## src/rtl/fx3_socket_scheduler.sv

```systemverilog
// fx3_socket_scheduler
//   Arbitrates the FX3 host interface between the ingress path (host -> FPGA) and
//   the egress path (FPGA -> host). DMA sockets are picked round-robin within each
//   direction. Ingress bursts are capped while egress waits, and an optional
//   watchdog aborts a transaction that stops making progress.
//
// Ports
//   clk, rst                 clock, asynchronous active-high reset
//   i_master_rdy             master can accept commands/data
//   o_host_interface_rdy     high unless an egress transaction is active
//   o_in_path_enable         ingress engine enable
//   i_in_path_finished       ingress transaction done
//   o_in_path_cmd_enable     command path enable
//   i_out_path_ready         egress data pending
//   o_out_path_enable        egress engine enable
//   i_out_path_finished      egress transaction done
//   o_out_dma_buf_ready      an egress socket is selected and ready
//   i_out_dma_buf_finished   current egress socket buffer consumed
//   i_in_ch_rdy              per-socket ingress data-available flags
//   i_out_ch_rdy             per-socket egress buffer-free flags
//   o_socket_addr            selected FX3 socket
//   o_timeout                one-cycle pulse on watchdog abort
module fx3_socket_scheduler #(
  parameter int unsigned IN_CHANNELS    = 2,
  parameter int unsigned OUT_CHANNELS   = 2,
  parameter int unsigned OUT_BASE       = 2,
  parameter int unsigned ADDR_WIDTH     = 2,
  parameter int unsigned MAX_IN_BURST   = 4,
  parameter int unsigned TIMEOUT_CYCLES = 0
) (
  input  logic                    clk,
  input  logic                    rst,
  input  logic                    i_master_rdy,
  output logic                    o_host_interface_rdy,
  output logic                    o_in_path_enable,
  input  logic                    i_in_path_finished,
  output logic                    o_in_path_cmd_enable,
  input  logic                    i_out_path_ready,
  output logic                    o_out_path_enable,
  input  logic                    i_out_path_finished,
  output logic                    o_out_dma_buf_ready,
  input  logic                    i_out_dma_buf_finished,
  input  logic [IN_CHANNELS-1:0]  i_in_ch_rdy,
  input  logic [OUT_CHANNELS-1:0] i_out_ch_rdy,
  output logic [ADDR_WIDTH-1:0]   o_socket_addr,
  output logic                    o_timeout
);

  localparam int unsigned InPw   = (IN_CHANNELS > 1) ? $clog2(IN_CHANNELS) : 1;
  localparam int unsigned OutPw  = (OUT_CHANNELS > 1) ? $clog2(OUT_CHANNELS) : 1;
  localparam int unsigned BurstW = $clog2(MAX_IN_BURST + 1);
  localparam int unsigned WdW    = (TIMEOUT_CYCLES > 1) ? $clog2(TIMEOUT_CYCLES) : 1;

  localparam logic [InPw-1:0]   InLast   = InPw'(IN_CHANNELS - 1);
  localparam logic [OutPw-1:0]  OutLast  = OutPw'(OUT_CHANNELS - 1);
  localparam logic [BurstW-1:0] BurstMax = BurstW'(MAX_IN_BURST);
  localparam logic [WdW-1:0]    WdLast   = WdW'((TIMEOUT_CYCLES > 0) ? TIMEOUT_CYCLES - 1 : 0);

  typedef enum logic [1:0] {StIdle, StInXfer, StOutActive} state_e;

  state_e                  state_q, state_d;
  logic [InPw-1:0]         in_ptr_q, in_ptr_d;
  logic [OutPw-1:0]        out_ptr_q, out_ptr_d;
  logic [BurstW-1:0]       burst_q, burst_d;
  logic [WdW-1:0]          wd_q, wd_d;
  logic                    in_en_q, in_en_d;
  logic                    out_en_q, out_en_d;
  logic                    cmd_en_q, cmd_en_d;
  logic                    dma_rdy_q, dma_rdy_d;
  logic                    timeout_q, timeout_d;
  logic [ADDR_WIDTH-1:0]   addr_q, addr_d;

  logic                    in_any, out_any, starve;
  logic [InPw-1:0]         in_pick, in_pick_hi, in_pick_lo;
  logic                    in_hi_found;
  logic [OutPw-1:0]        out_pick, out_pick_hi, out_pick_lo;
  logic                    out_hi_found;

  assign in_any  = |i_in_ch_rdy;
  assign out_any = |i_out_ch_rdy;
  assign starve  = i_out_path_ready && (burst_q == BurstMax);

  // Round-robin pick: scanning downwards leaves the lowest ready index at or above
  // the pointer in *_hi and the lowest ready index overall (the wrap case) in *_lo.
  always_comb begin
    in_pick_hi  = '0;
    in_pick_lo  = '0;
    in_hi_found = 1'b0;
    for (int i = IN_CHANNELS - 1; i >= 0; i--) begin
      if (i_in_ch_rdy[i]) begin
        in_pick_lo = InPw'(i);
        if (InPw'(i) >= in_ptr_q) begin
          in_pick_hi  = InPw'(i);
          in_hi_found = 1'b1;
        end
      end
    end
    in_pick = in_hi_found ? in_pick_hi : in_pick_lo;
  end

  always_comb begin
    out_pick_hi  = '0;
    out_pick_lo  = '0;
    out_hi_found = 1'b0;
    for (int j = OUT_CHANNELS - 1; j >= 0; j--) begin
      if (i_out_ch_rdy[j]) begin
        out_pick_lo = OutPw'(j);
        if (OutPw'(j) >= out_ptr_q) begin
          out_pick_hi  = OutPw'(j);
          out_hi_found = 1'b1;
        end
      end
    end
    out_pick = out_hi_found ? out_pick_hi : out_pick_lo;
  end

  always_comb begin
    state_d   = state_q;
    in_ptr_d  = in_ptr_q;
    out_ptr_d = out_ptr_q;
    burst_d   = burst_q;
    wd_d      = '0;
    in_en_d   = in_en_q;
    out_en_d  = out_en_q;
    dma_rdy_d = dma_rdy_q;
    addr_d    = addr_q;
    timeout_d = 1'b0;

    // Command path stays enabled through transactions once the master is ready.
    cmd_en_d = cmd_en_q;
    if (i_master_rdy) begin
      cmd_en_d = 1'b1;
    end else if (state_q == StIdle) begin
      cmd_en_d = 1'b0;
    end

    case (state_q)
      StIdle: begin
        if (starve || (i_out_path_ready && !in_any)) begin
          state_d  = StOutActive;
          out_en_d = 1'b1;
          burst_d  = '0;
        end else if (i_master_rdy && in_any) begin
          state_d  = StInXfer;
          in_en_d  = 1'b1;
          addr_d   = ADDR_WIDTH'(in_pick);
          in_ptr_d = (in_pick == InLast) ? '0 : in_pick + InPw'(1);
          if (i_out_path_ready) begin
            burst_d = (burst_q == BurstMax) ? burst_q : burst_q + BurstW'(1);
          end else begin
            burst_d = '0;
          end
        end
      end
      StInXfer: begin
        if (i_in_path_finished) begin
          in_en_d = 1'b0;
          state_d = StIdle;
        end
      end
      StOutActive: begin
        // Exit beats buffer-finished, which beats reselection.
        if (i_out_path_finished) begin
          out_en_d  = 1'b0;
          dma_rdy_d = 1'b0;
          state_d   = StIdle;
        end else if (i_out_dma_buf_finished) begin
          dma_rdy_d = 1'b0;
        end else if (!dma_rdy_q && out_any) begin
          addr_d    = ADDR_WIDTH'(OUT_BASE) + ADDR_WIDTH'(out_pick);
          dma_rdy_d = 1'b1;
          out_ptr_d = (out_pick == OutLast) ? '0 : out_pick + OutPw'(1);
        end
      end
      default: state_d = StIdle;
    endcase

    // Busy states leave only via a finished signal, so any finished strobe covers
    // both "progress" and "state change"; finished also wins over expiry.
    if ((TIMEOUT_CYCLES != 0) && (state_q != StIdle)) begin
      if (i_in_path_finished || i_out_dma_buf_finished || i_out_path_finished) begin
        wd_d = '0;
      end else if (wd_q == WdLast) begin
        timeout_d = 1'b1;
        in_en_d   = 1'b0;
        out_en_d  = 1'b0;
        dma_rdy_d = 1'b0;
        state_d   = StIdle;
      end else begin
        wd_d = wd_q + WdW'(1);
      end
    end
  end

  always_ff @(posedge clk or posedge rst) begin
    if (rst) begin
      state_q   <= StIdle;
      in_ptr_q  <= '0;
      out_ptr_q <= '0;
      burst_q   <= '0;
      wd_q      <= '0;
      in_en_q   <= 1'b0;
      out_en_q  <= 1'b0;
      cmd_en_q  <= 1'b0;
      dma_rdy_q <= 1'b0;
      timeout_q <= 1'b0;
      addr_q    <= '0;
    end else begin
      state_q   <= state_d;
      in_ptr_q  <= in_ptr_d;
      out_ptr_q <= out_ptr_d;
      burst_q   <= burst_d;
      wd_q      <= wd_d;
      in_en_q   <= in_en_d;
      out_en_q  <= out_en_d;
      cmd_en_q  <= cmd_en_d;
      dma_rdy_q <= dma_rdy_d;
      timeout_q <= timeout_d;
      addr_q    <= addr_d;
    end
  end

  // Gated by rst so this unregistered output also reads 0 while reset is held.
  assign o_host_interface_rdy = ~rst & (state_q != StOutActive);
  assign o_in_path_enable     = in_en_q;
  assign o_in_path_cmd_enable = cmd_en_q;
  assign o_out_path_enable    = out_en_q;
  assign o_out_dma_buf_ready  = dma_rdy_q;
  assign o_socket_addr        = addr_q;
  assign o_timeout            = timeout_q;

endmodule

```

## config.mk

```make
export PLATFORM = sky130hd
export DESIGN_NAME = fx3_socket_scheduler
export DESIGN_NICKNAME = d
export VERILOG_FILES = /design/src/rtl/fx3_socket_scheduler.sv
export SDC_FILE = /design/constraint.sdc
export NUM_CORES = 1
export LEC_CHECK = 0
export ABC_AREA = 1
export BUFFER_PORTS_ARGS = -buffer_cell sky130_fd_sc_hd__buf_2
export CAP_MARGIN = 5
export CORE_AREA = 2 2 39 41
export CTS_BUF_LIST = sky130_fd_sc_hd__clkbuf_8
export CTS_CLUSTER_DIAMETER = 120
export DETAILED_ROUTE_END_ITERATION = 10
export DIE_AREA = 0 0 41 43
export GPL_TIMING_DRIVEN = 0
export PLACE_DENSITY = 0.87
export SKIP_LAST_GASP = 1
export SLEW_MARGIN = 40
export SYNTH_ARGS = -nofsm -noshare
export SYNTH_HDL_FRONTEND = slang
export SYNTH_SLANG_ARGS = --single-unit
export TNS_END_PERCENT = 20
```

## constraint.sdc

```tcl
create_clock -name clk -period 2.06 [get_ports clk]
set_input_delay 0.412 -clock clk [delete_from_list [all_inputs] [get_ports clk]]
set_output_delay 0.412 -clock clk [all_outputs]
set_load 0.01 [all_outputs]
```

## Word level (Yosys, flattened, before mapping)

Cells that the tools add are included.

- Bits of input ports: 11
- Register bits: 13

- Bitwise operators: 5
- Add/subtract/negate cells: 4
- Magnitude comparators: 4
- Reduce and logical (&&, ||, !) cells: 23
- Multiplexer cells: 47
- Equal/unequal tests: 14

Operator list:

| operator | number |
|---|---|
| $mux W1 | 30 |
| $mux W2 | 9 |
| $ne A2 B2 Y1 const B | 7 |
| $mux W3 | 4 |
| $reduce_and A3 Y1 | 4 |
| $reduce_and A4 Y1 | 2 |
| $reduce_bool A2 Y1 | 4 |
| $pmux W2 S3 | 1 |
| $reduce_and A6 Y1 | 1 |
| $ge A1 B1 Y1 const A | 4 |
| $logic_and A1 B1 Y1 | 4 |
| $ne A2 B1 Y1 const B | 2 |
| $not A1 Y1 | 4 |
| $pmux W1 S2 | 2 |
| $pmux W2 S2 | 1 |
| $reduce_or A2 Y1 | 2 |
| $add A3 B1 Y3 const B | 1 |
| $eq A3 B3 Y1 const B | 1 |
| $ne A3 B1 Y1 const B | 1 |
| $ne A3 B2 Y1 const B | 1 |
| $reduce_bool A3 Y1 | 1 |
| $add A1 B1 Y1 const B | 2 |
| $add A2 B1 Y2 const A | 1 |
| $eq A2 B1 Y1 const B | 1 |
| other kinds (6) | 7 |

## Longest topological paths before layout

Gate-level depths: netlist (run 1).

- Depth in word-level cells: 11
- Mapped depth: 9
- Depth with buffers taken out: 9

## Worst setup path after synthesis (run 1)

Ideal clock, no wire load.

- Path kind: reg-to-output
- From: reg state_q[1]
- To: out o_host_interface_rdy
- Arrival: 774 ps
- Slack: 874 ps
- Stages on the path, launching flop included: 4
- Cells stage by stage: dfrtp_1 nand2_1 inv_1 nor2_1

- Cells in the longest elaborated chain, start to end: 2

Ends and longest elaborated chain:

| element | line | source |
|---|---|---|
| start: declaration | 61 | `state_e state_q, state_d;` |
| start signal: assignment | 197 | `state_q <= StIdle;` |
| start signal: assignment | 209 | `state_q <= state_d;` |
| $ne A2 B2 Y1 | 224 | `assign o_host_interface_rdy = ~rst & (state_q != StOutActive);` |
| $and A1 B1 Y1 | 224 |  |
| end: declaration | 34 | `output logic o_host_interface_rdy,` |

Every way passes these cells.

## Worst setup path after layout (run 1)

- From: reg state_q[0]
- To: out o_host_interface_rdy

The elaborated chain is that of the path after synthesis.

==> impl_metrics.csv, run 1 <==
group,metric,value,unit
place,place_area,774.5,um^2
global_routing,antenna_found_initial,0,
setup_path,crit_type,"reg -> out",
pwr,ir_drop,0.6174,mV
cts,clk_pin_slew_worst_paths,60,ps
synthesis,synth_ff_type,"dfrtp_1",
synthesis,synth_fa_ha_area_frac,0.03738,
place,hpwlAfterDp,948.7,um
final_layout,drive_above_1_share,0.3061,
cts,cts_tree,"done",
route,maxUsedRoutingLayer,"met4",
pwr,cellPowerDensity,1037,mW/mm^2
place,port_buffers,17,
cts,clk_path_buf_depth,2,
timing,max_freq,631.6,MHz
cts,cts_setup_buffers,0,
setup_path,cp_max_fo,5,
synthesis,yosysTopAreaCellShare,0.4860,
setup_path,worst_setup_path_end_kind,"primary output",
synthesis,synth_fp_nets,90,
route,drt_pass1_iterations,4,
route,wl_met1,597,um
die,die_y,43,um
route,post_drt_wl_per_cell,10.83,um
synthesis,syn_avg_cell_area,8.693,um^2
final_layout,fin_nets,112,
run,max_cap_viol_count,0,
global_routing,grt_pass1_wl,1897,um
die,rows,14,
setup_path,crit_path_frequent_cell,"inv_1",
setup_path,cpPeakStageDelay,390,ps
route,first_iter_violations,7,
timing,min_period,1583,ps
die,pin_count,19,
setup_path,crit_slowest_cell,"dfrtp_1",
cts,cts.sink_count,13,
route,drt-total-wl,1235,um
die,die_area,0.001763,mm^2
die,die_w,41,um
cts,clkLatencyLatePin,250,ps
global_routing,grt_start_max_net_pins,14,
route,wl_met2,541,um
die,core,0.001384,mm^2
synthesis,synth_simple_gate_area_share,0.2766,
place,place_congestion,0.7155,
pwr,p_total,849.6,uW
cts,ctsResizeCount,0,
synthesis,synth_edf_count,0,
final_layout,antenna_cells,0,
run_status,status,"complete, no violations",
synthesis,ys_top_cells_by_count,"nand2_1 (21), dfrtp_1 (13), inv_1 (7)",
setup_path,worstPathArrival,1170,ps
cts,cts_max_level,1,
die,initial_core_util,0.4837,
global_routing,grt_util_all_layers,0.1614,
final_layout,nFillCells,132,
setup_path,cp-startpoint,"state_q[0]$_DFFE_PP0P_",
setup_path,required,1650,ps
synthesis,synth_seq_area_share,0.4860,
route,drcViolationCount,0,
synthesis,ys_ff_latch,13,
cts,root_buffer,"clkbuf_8",
timing,finClkSkew,6.244,ps
synthesis,synthesis.area,669.4,um^2
final_layout,synthToLayoutAreaGrowth,22.43,%
timing,tns,0,ps
synthesis,async_flop_share,1.000,
synthesis,synthTopCellsByArea,"dfrtp_1 (49%), nand2_1 (12%), inv_1 (3.9%)",
route,via_per_inst,4.956,
synthesis,synth_top_family_by_area,"simple AND/OR/NAND/NOR gates",
timing,setup_violations,0,
synthesis,synth_mux_area_frac,0,
route,antenna_left,0,
synthesis,synth_compound_area_frac,0.1252,
synthesis,synth_cell_types,24,
cts,hold_buffers,0,
pwr,p_leak,0.0004535,uW
final_layout,fin_area,819.5,um^2
global_routing,overflow,0,
synthesis,synth_warnings,0,
route,wl_met3,59,um
setup_path,reg2reg_from,"burst_q[0]$_DFFE_PP0P_",
timing,period_share,0.7686,
route,num_vias,565,
synthesis,synth_top_cell_by_area,"dfrtp_1",
timing,max-slew-margin-rel,0.6575,
timing,rsz0062_at_grt,"false",
setup_path,startpoint_type,"flop",
synthesis,synth_most_common_cell,"nand2_1",
timing,tightest_slew,513.2,ps
synthesis,synth_xor_area_frac,0.01308,
cts,cts_buffers,3,
timing,hold_viol,0,
setup_path,crit_path_cell_trace,"inv_1 -> nand2_1 -> inv_1 -> nor2_1 -> buf_2",
timing,report.final.slew_viol_count,0,
synthesis,synthCells,77,
min_path,hold_class,"in -> async",
global_routing,grt_pass1_vias,467,
[state kept, by name (all words and copies together), names as in the netlist]
| signal | cells |
|---|---|
| o_socket_addr | 2 |
| o_in_path_cmd_enable | 1 |
| o_out_dma_buf_ready | 1 |
| o_out_path_enable | 1 |
| state_q | 2 |
| o_in_path_enable | 1 |
| burst_q | 3 |
| out_ptr_q | 1 |
| in_ptr_q | 1 |
[metal layers]
metal / track usage / vias up
li1: - / 288
met1: 0.2381 / 256
met2: 0.2000 / 16
met3: 0.04712 / 5
met4: 0.1000 / 0
met5: 0 / -
[stage by stage]
step | util | setup WS (ps) | std cells | hold slack, ps
after floorplan | - | 874.0 | 77 | 289.0
after global placement | 0.5597 | 756.0 | 110 | 451.9
after detailed placement | 0.5597 | 743.8 | 110 | 453.9
after CTS | 0.5922 | 477.5 | 114 | 217.7
after global routing | 0.5922 | 387.0 | 114 | 255.5
final | 0.5922 | 476.6 | 114 | 197.0
[path summary, 6_finish.rpt]
check | to | slack, ps | cells after the start
max in group asynchronous | o_socket_addr[0]$_DFFE_PP0P_ | 1510 | 2
min in group clk | state_q[0]$_DFFE_PP0P_ | 360 | 2
worst max register to register | o_socket_addr[0]$_DFFE_PP0P_ | 750 | 9
worst min-delay path | o_out_path_enable$_DFFE_PP0P_ | 200 | 2
worst min register to register | o_socket_addr[1]$_DFFE_PP0P_ | 460 | 2
worst max-delay path | o_host_interface_rdy | 480 | 5
[final cells by class]
class                           count  area [um^2]  share of cell area
Inverter                            8        30.03             0.03664
Clock inverter                      1        3.754            0.004580
Timing Repair Buffer               17        85.08              0.1038
Clock buffer                        3        41.29             0.05038
Sequential cell                    13        325.3              0.3969
Tap cell                           16        20.02             0.02443
Multi-Input combinational cell     55        306.5              0.3740
Buffer                              1        7.507            0.009160
[cells in the final DEF, fill, tap and decap left out, drive strengths merged]
cell type / instances
nand2: 23
buf: 18
dfrtp: 13
inv: 9
nor2: 8
o21ai: 8
nand3: 6
clkbuf: 3
ha: 2
a21o: 1
xor2: 1
nand4: 1
o211ai: 1
a21oi: 1
a21boi: 1
o31ai: 1
conb: 1
[where the power goes]
group          leakage, uW  internal [uW]  switching, uW
Clock            0.0000269            132           92.5
Sequential        0.000161            330           40.0
Combinational     0.000265            104            151
[critical path: cells and delay by family, from the launching register on]
kind	cells	cell delay (ps)
and+or+nand+nor	2	170
buffers and inverters	3	380
DFF	1	390
[cell families (layout without fill, tap and decap cells)]
logic type,Yosys count,count (layout)
flip-flops,13,13
other,1,1
AND/OR/NAND/NOR,38,38
adder cells (fa/ha/maj),2,2
buffers and inverters,9,30
AO/OA/AOI/OAI,13,13
XOR/XNOR,1,1
No activity file was read; power rests on OpenSTA's default activity.
==> inputs of run 2 (changes only) <==
==> constraint.sdc (replaced) <==
create_clock -name clk -period 1.5 [get_ports clk]
set_input_delay 0.3 -clock clk [delete_from_list [all_inputs] [get_ports clk]]
set_output_delay 0.3 -clock clk [all_outputs]
set_load 0.01 [all_outputs]
==> run 2 against run 1 <==
  * Wire length down 1.2%
  * Cell area up 0.31%
  * Global-route usage unchanged
  * Sequential cell count unchanged
  * Largest cell class unchanged
  * Highest routed layer unchanged
==> impl_metrics.csv, run 2 (synthesis results as in run 1) <==
group,metric,value,unit
setup_path,cp_max_fo,5,
global_routing,grt_start_max_net_pins,14,
run_status,status,"complete, no violations",
timing,max_freq,717.6,MHz
setup_path,cpPeakStageDelay,390,ps
timing,min_period,1394,ps
die,initial_core_util,0.4837,
final_layout,ff_latch_area,325.3,um^2
die,core,0.001384,mm^2
final_layout,fin_nets,112,
final_layout,synthToLayoutAreaGrowth,22.80,%
pwr,ir_drop,0.8473,mV
die,die_y,43,um
cts,cts.sink_count,13,
place,place_congestion,0.7155,
route,antenna_left,0,
min_path,hold_class,"in -> async",
place,hpwlAfterDp,948.7,um
pwr,p_total,1169,uW
setup_path,crit_slowest_cell,"dfrtp_1",
cts,hold_buffers,0,
die,die_area,0.001763,mm^2
timing,finClkSkew,5.741,ps
route,drcViolationCount,0,
final_layout,finalNonFillerCells,114,
setup_path,crit_type,"reg -> out",
cts,clk_pin_slew_worst_paths,60,ps
final_layout,antenna_cells,0,
cts,clk_path_buf_depth,2,
setup_path,reg2reg_from,"burst_q[0]$_DFFE_PP0P_",
die,die_w,41,um
setup_path,worst-path-buf-inv,3,
place,place_area,774.5,um^2
setup_path,worstRegToRegCells,9,
setup_path,crit_path_cell_trace,"inv_1 -> nand2_2 -> inv_2 -> nor2_1 -> buf_2",
global_routing,antenna_found_initial,0,
final_layout,final_common_cell,"nand2_1",
route,via_per_inst,4.965,
cts,clkLatencyLatePin,250,ps
timing,period_share,0.9290,
final_layout,regMostFlops,"burst_q",
final_layout,nFillCells,131,
global_routing,grt_pass1_vias,467,
cts,cts_buffers,3,
final_layout,drive_above_1_share,0.3265,
die,rows,14,
setup_path,worst_setup_path_end_kind,"primary output",
timing,tightest_slew,505.4,ps
cts,cts_tree,"done",
cts,ctsResizeCount,0,
route,first_iter_violations,6,
setup_path,r2r_slack,190,ps
pwr,p_leak,0.0004517,uW
final_layout,layout_common_cells,"nand2_1 (20), buf_2 (17), dfrtp_1 (13), inv_1 (7), nor2_1 (6)",
final_layout,fin_area,822.0,um^2
setup_path,worst_path_dominant_cell_family,"flip-flops",
timing,hold_viol,0,
timing,tns,0,ps
setup_path,required,1200,ps
global_routing,grt_pass1_wl,1897,um
pwr,cellPowerDensity,1422,mW/mm^2
setup_path,worstPathArrival,1090,ps
cts,cts_setup_buffers,0,
die,pin_count,19,
route,num_vias,566,
place,dp.cells,110,
timing,report.final.slew_viol_count,0,
route,drt_pass1_iterations,3,
timing,rsz0062_at_grt,"false",
route,post_drt_wl_per_cell,10.70,um
setup_path,r2r-end,"o_socket_addr[0]$_DFFE_PP0P_",
global_routing,overflow,0,
cts,root_buffer,"clkbuf_8",
final_layout,largest_reg_flops,3,
route,drt-total-wl,1220,um
final_layout,multiInputGateArea,309.0,um^2
setup_path,cp-startpoint,"state_q[0]$_DFFE_PP0P_",
setup_path,startpoint_type,"flop",
cts,cts_max_level,1,
timing,max-slew-margin-rel,0.6627,
timing,setup_violations,0,
global_routing,grt_util_all_layers,0.1614,
run,max_cap_viol_count,0,
place,port_buffers,17,
-- run 2: worst max path at each step --
stage,slack [ps],depth (start not counted),end
detailed placement,210,9,o_socket_addr[0]$_DFFE_PP0P_
CTS,30,5,o_host_interface_rdy
floorplan,320,9,o_socket_addr[0]$_DFFE_PP0P_
global route,30,5,o_host_interface_rdy
global placement,260,9,o_socket_addr[0]$_DFFE_PP0P_
finish,110,5,o_host_interface_rdy
-- run 2: report_power, final --
group / internal (uW) / switching [uW] / total (uW) / leakage, uW
logic: 144 / 209 / 354 / 0.000264
registers: 453 / 55.3 / 508 / 0.000161
clock network: 181 / 126 / 307 / 0.0000269
-- run 2: final cells by class --
cell class              instances  area share
plain buffers                   1    0.009132
multi-input cells              55      0.3760
flip-flops and latches         13      0.3957
inverters                       8     0.03653
clock buffers                   3     0.05023
clock inverters                 1    0.004566
repair buffers                 17      0.1035
well taps                      16     0.02435
-- run 2: through the flow --
stage,worst slack (ps),hold WS [ps],utilization
finish,106.5,82.33,0.5940
global route,33.31,143.5,0.5940
CTS,29.50,105.7,0.5922
detailed placement,208.9,371.1,0.5597
global placement,264.8,350.6,0.5597
floorplan,323.0,177.0,-
-- run 2: worst reg2reg max path, delay by kind of cell, from the launching register on --
family                     cells  cell delay (ps)
and+or+nand+nor                6              470
DFF                            1              400
adders and majority gates      1              140
AOI/OAI and AO/OA              1              100
buffers and inverters          1               80
-- run 2: layer usage --
| metal | share of wire | track usage | vias to the layer above |
|---|---|---|---|
| met1 | 0.48 | 0.2381 | 258 |
| met3 | 0.048 | 0.04712 | 5 |
| met2 | 0.44 | 0.2000 | 16 |
| li1 | - | - | 287 |
| met5 | 0 | 0 | - |
| met4 | 0.030 | 0.1000 | 0 |
==> inputs of run 3 (changes only) <==
--- a/config.mk
+++ b/config.mk
@@ -8,13 +8,15 @@
 export ABC_AREA = 1
 export BUFFER_PORTS_ARGS = -buffer_cell sky130_fd_sc_hd__buf_2
 export CAP_MARGIN = 5
-export CORE_AREA = 2 2 39 41
+export CELL_PAD_IN_SITES_DETAIL_PLACEMENT = 1
+export CELL_PAD_IN_SITES_GLOBAL_PLACEMENT = 1
+export CORE_MARGIN = 2
+export CORE_UTILIZATION = 34
 export CTS_BUF_LIST = sky130_fd_sc_hd__clkbuf_8
 export CTS_CLUSTER_DIAMETER = 120
 export DETAILED_ROUTE_END_ITERATION = 10
-export DIE_AREA = 0 0 41 43
 export GPL_TIMING_DRIVEN = 0
-export PLACE_DENSITY = 0.87
+export PLACE_DENSITY_LB_ADDON = 0.25
 export SKIP_LAST_GASP = 1
 export SLEW_MARGIN = 40
 export SYNTH_ARGS = -nofsm -noshare
==> constraint.sdc (replaced) <==
create_clock -name clk -period 1.25 [get_ports clk]
set_input_delay 0.25 -clock clk [delete_from_list [all_inputs] [get_ports clk]]
set_output_delay 0.25 -clock clk [all_outputs]
set_load 0.01 [all_outputs]
==> run 3 against run 2 <==
  * The run now ends with setup timing left
  * Largest power group unchanged
  * Sequential power increased by 21%
  * Via count increased by 9.7%
  * Total power increased by 29%
  * First-iteration DRC count decreased by 83%
==> impl_metrics.csv, run 3 (synthesis results as in run 1) <==
group,metric,value,unit
cts,cts_buffers,3,
final_layout,synthToLayoutAreaGrowth,35.14,%
route,drt-total-wl,1612,um
die,die_area,0.002340,mm^2
die,initial_core_util,0.3520,
final_layout,final_common_cell,"nand2_1",
cts,clk_path_buf_depth,2,
global_routing,grt_pass1_vias,619,
place,hpwlAfterDp,1046,um
timing,tightest_slew,518.2,ps
setup_path,worstPathArrival,1420,ps
cts,cts.sink_count,13,
timing,rsz0062_at_grt,"true",
min_path,hold_class,"in -> async",
global_routing,grt_pass1_wl,2622,um
final_layout,final_core_util,0.4757,
cts,clkLatencyLatePin,250,ps
cts,hold_buffers,0,
route,post_drt_wl_per_cell,12.21,um
setup_path,cpPeakStageDelay,390,ps
global_routing,antenna_found_initial,0,
final_layout,regMostFlops,"burst_q",
setup_path,crit_path_frequent_cell,"nand2_1",
die,pin_count,19,
route,drcViolationCount,0,
global_routing,overflow,0,
timing,hold_viol,0,
setup_path,required,1390,ps
place,place_congestion,0.7354,
route,via_per_inst,4.705,
cts,root_buffer,"clkbuf_8",
setup_path,crit_type,"reg -> reg",
setup_path,cp-startpoint,"burst_q[0]$_DFFE_PP0P_",
timing,setup_slack,-26.19,ps
final_layout,fin_nets,119,
pwr,ir_drop,0.6111,mV
cts,cts_max_level,1,
setup_path,worstRegToRegCells,9,
setup_path,reg2reg_from,"burst_q[0]$_DFFE_PP0P_",
setup_path,cp_max_fo,5,
place,dp.cells,121,
final_layout,layout_common_cells,"nand2_1 (19), buf_2 (17), dfrtp_1 (12), buf_4 (7)",
die,die_w,48.37,um
setup_path,worst_setup_path_end_kind,"flop",
route,drt_pass1_iterations,4,
timing,max-slew-margin-rel,0.6542,
setup_path,r2r-end,"o_socket_addr[0]$_DFFE_PP0P_",
timing,report.final.slew_viol_count,0,
die,core,0.001902,mm^2
timing,min_period,1276,ps
setup_path,crit_slowest_cell,"dfrtp_1",
route,first_iter_violations,1,
pwr,cellPowerDensity,1667,mW/mm^2
die,rows,16,
final_layout,largest_reg_flops,3,
global_routing,grt_start_max_net_pins,14,
run_status,status,"finished with violations",
run,max_cap_viol_count,0,
setup_path,startpoint_type,"flop",
pwr,p_total,1508,uW
global_routing,grt_util_all_layers,0.1491,
route,num_vias,621,
cts,cts_tree,"done",
final_layout,antenna_cells,0,
timing,period_share,1.021,
timing,finClkSkew,1.948,ps
pwr,p_leak,0.0004867,uW
final_layout,finalNonFillerCells,132,
route,antenna_left,0,
die,die_y,48.37,um
timing,max_freq,783.6,MHz
cts,clk_pin_slew_worst_paths,60,ps
place,port_buffers,17,
run_status,violations,"setup timing",
setup_path,crit_end,"o_socket_addr[0]$_DFFE_PP0P_",
setup_path,r2r_slack,-30,ps
timing,setup_violations,2,
final_layout,drive_above_1_share,0.4190,
setup_path,crit_path_cell_trace,"inv_1 -> ha_1 -> nand2_1 -> o21ai_2 -> nand2_2 -> nand2_4 -> nand2_2 -> nand2_1 -> nand2_1",
==> run 3: how the worst min path moves through the flow <==
stage                     slack [ps]  cells after the start  startpoint                              end
after floorplan                  130                      1         rst           burst_q[0]$_DFFE_PP0P_
after global placement           320                      2         rst    o_out_path_enable$_DFFE_PP0P_
after detailed placement         330                      2         rst  o_out_dma_buf_ready$_DFFE_PP0P_
after CTS                         60                      2         rst    o_out_path_enable$_DFFE_PP0P_
after global routing              90                      2         rst    o_out_path_enable$_DFFE_PP0P_
final                             30                      2         rst    o_out_path_enable$_DFFE_PP0P_
==> run 3: routing by layer <==
layer,up-vias,track usage,part of all wire
met4,0,0.1190,0.029
met1,293,0.1737,0.43
met2,21,0.2292,0.47
met5,-,0,0
li1,302,-,-
met3,5,0.04321,0.076
==> run 3: critical path, delay by kind of cell, from the launching register on <==
kind | cells | cell delay (ps)
flip-flops | 1 | 390
AO/OA/AOI/OAI | 1 | 90
adder cells (fa/ha/maj) | 1 | 150
AND/OR/NAND/NOR | 6 | 440
buffers and inverters | 1 | 80
==> run 3: final cells by class <==
| class | instances | area, um^2 |
|---|---|---|
| fillers | 239 | 997.2 |
| clock inverters | 1 | 3.754 |
| inverters | 8 | 30.03 |
| flip-flops and latches | 13 | 326.6 |
| plain buffers | 1 | 7.507 |
| repair buffers | 23 | 130.1 |
| clock buffers | 3 | 41.29 |
| well taps | 27 | 33.78 |
| multi-input cells | 56 | 331.6 |
==> run 3: per-stage QoR <==
| stage | cell area (um^2) | hold WS (ps) | setup WS (ps) | TNS [ps] |
|---|---|---|---|---|
| floorplan | 669.4 | 127.0 | 72.95 | 0 |
| global placement | 788.3 | 324.6 | -35.98 | -35.98 |
| detailed placement | 788.3 | 329.8 | -48.35 | -51.42 |
| CTS | 875.8 | 60.37 | -28.95 | -104.4 |
| global route | 904.6 | 87.93 | -89.23 | -354.2 |
| finish | 904.6 | 34.07 | -26.19 | -43.13 |
==> run 3: what timing repair did <==
item,4_1_cts,5_1_grt
gates cloned,1,0
setup endpoints to repair,7,9
buffers inserted,3,3
resized for setup,6,2
pin swaps,3,2
==> run 3: report_power, final <==
part / internal, uW / switching, uW
logic: 224 / 283
clock network: 218 / 167
registers: 545 / 72.4
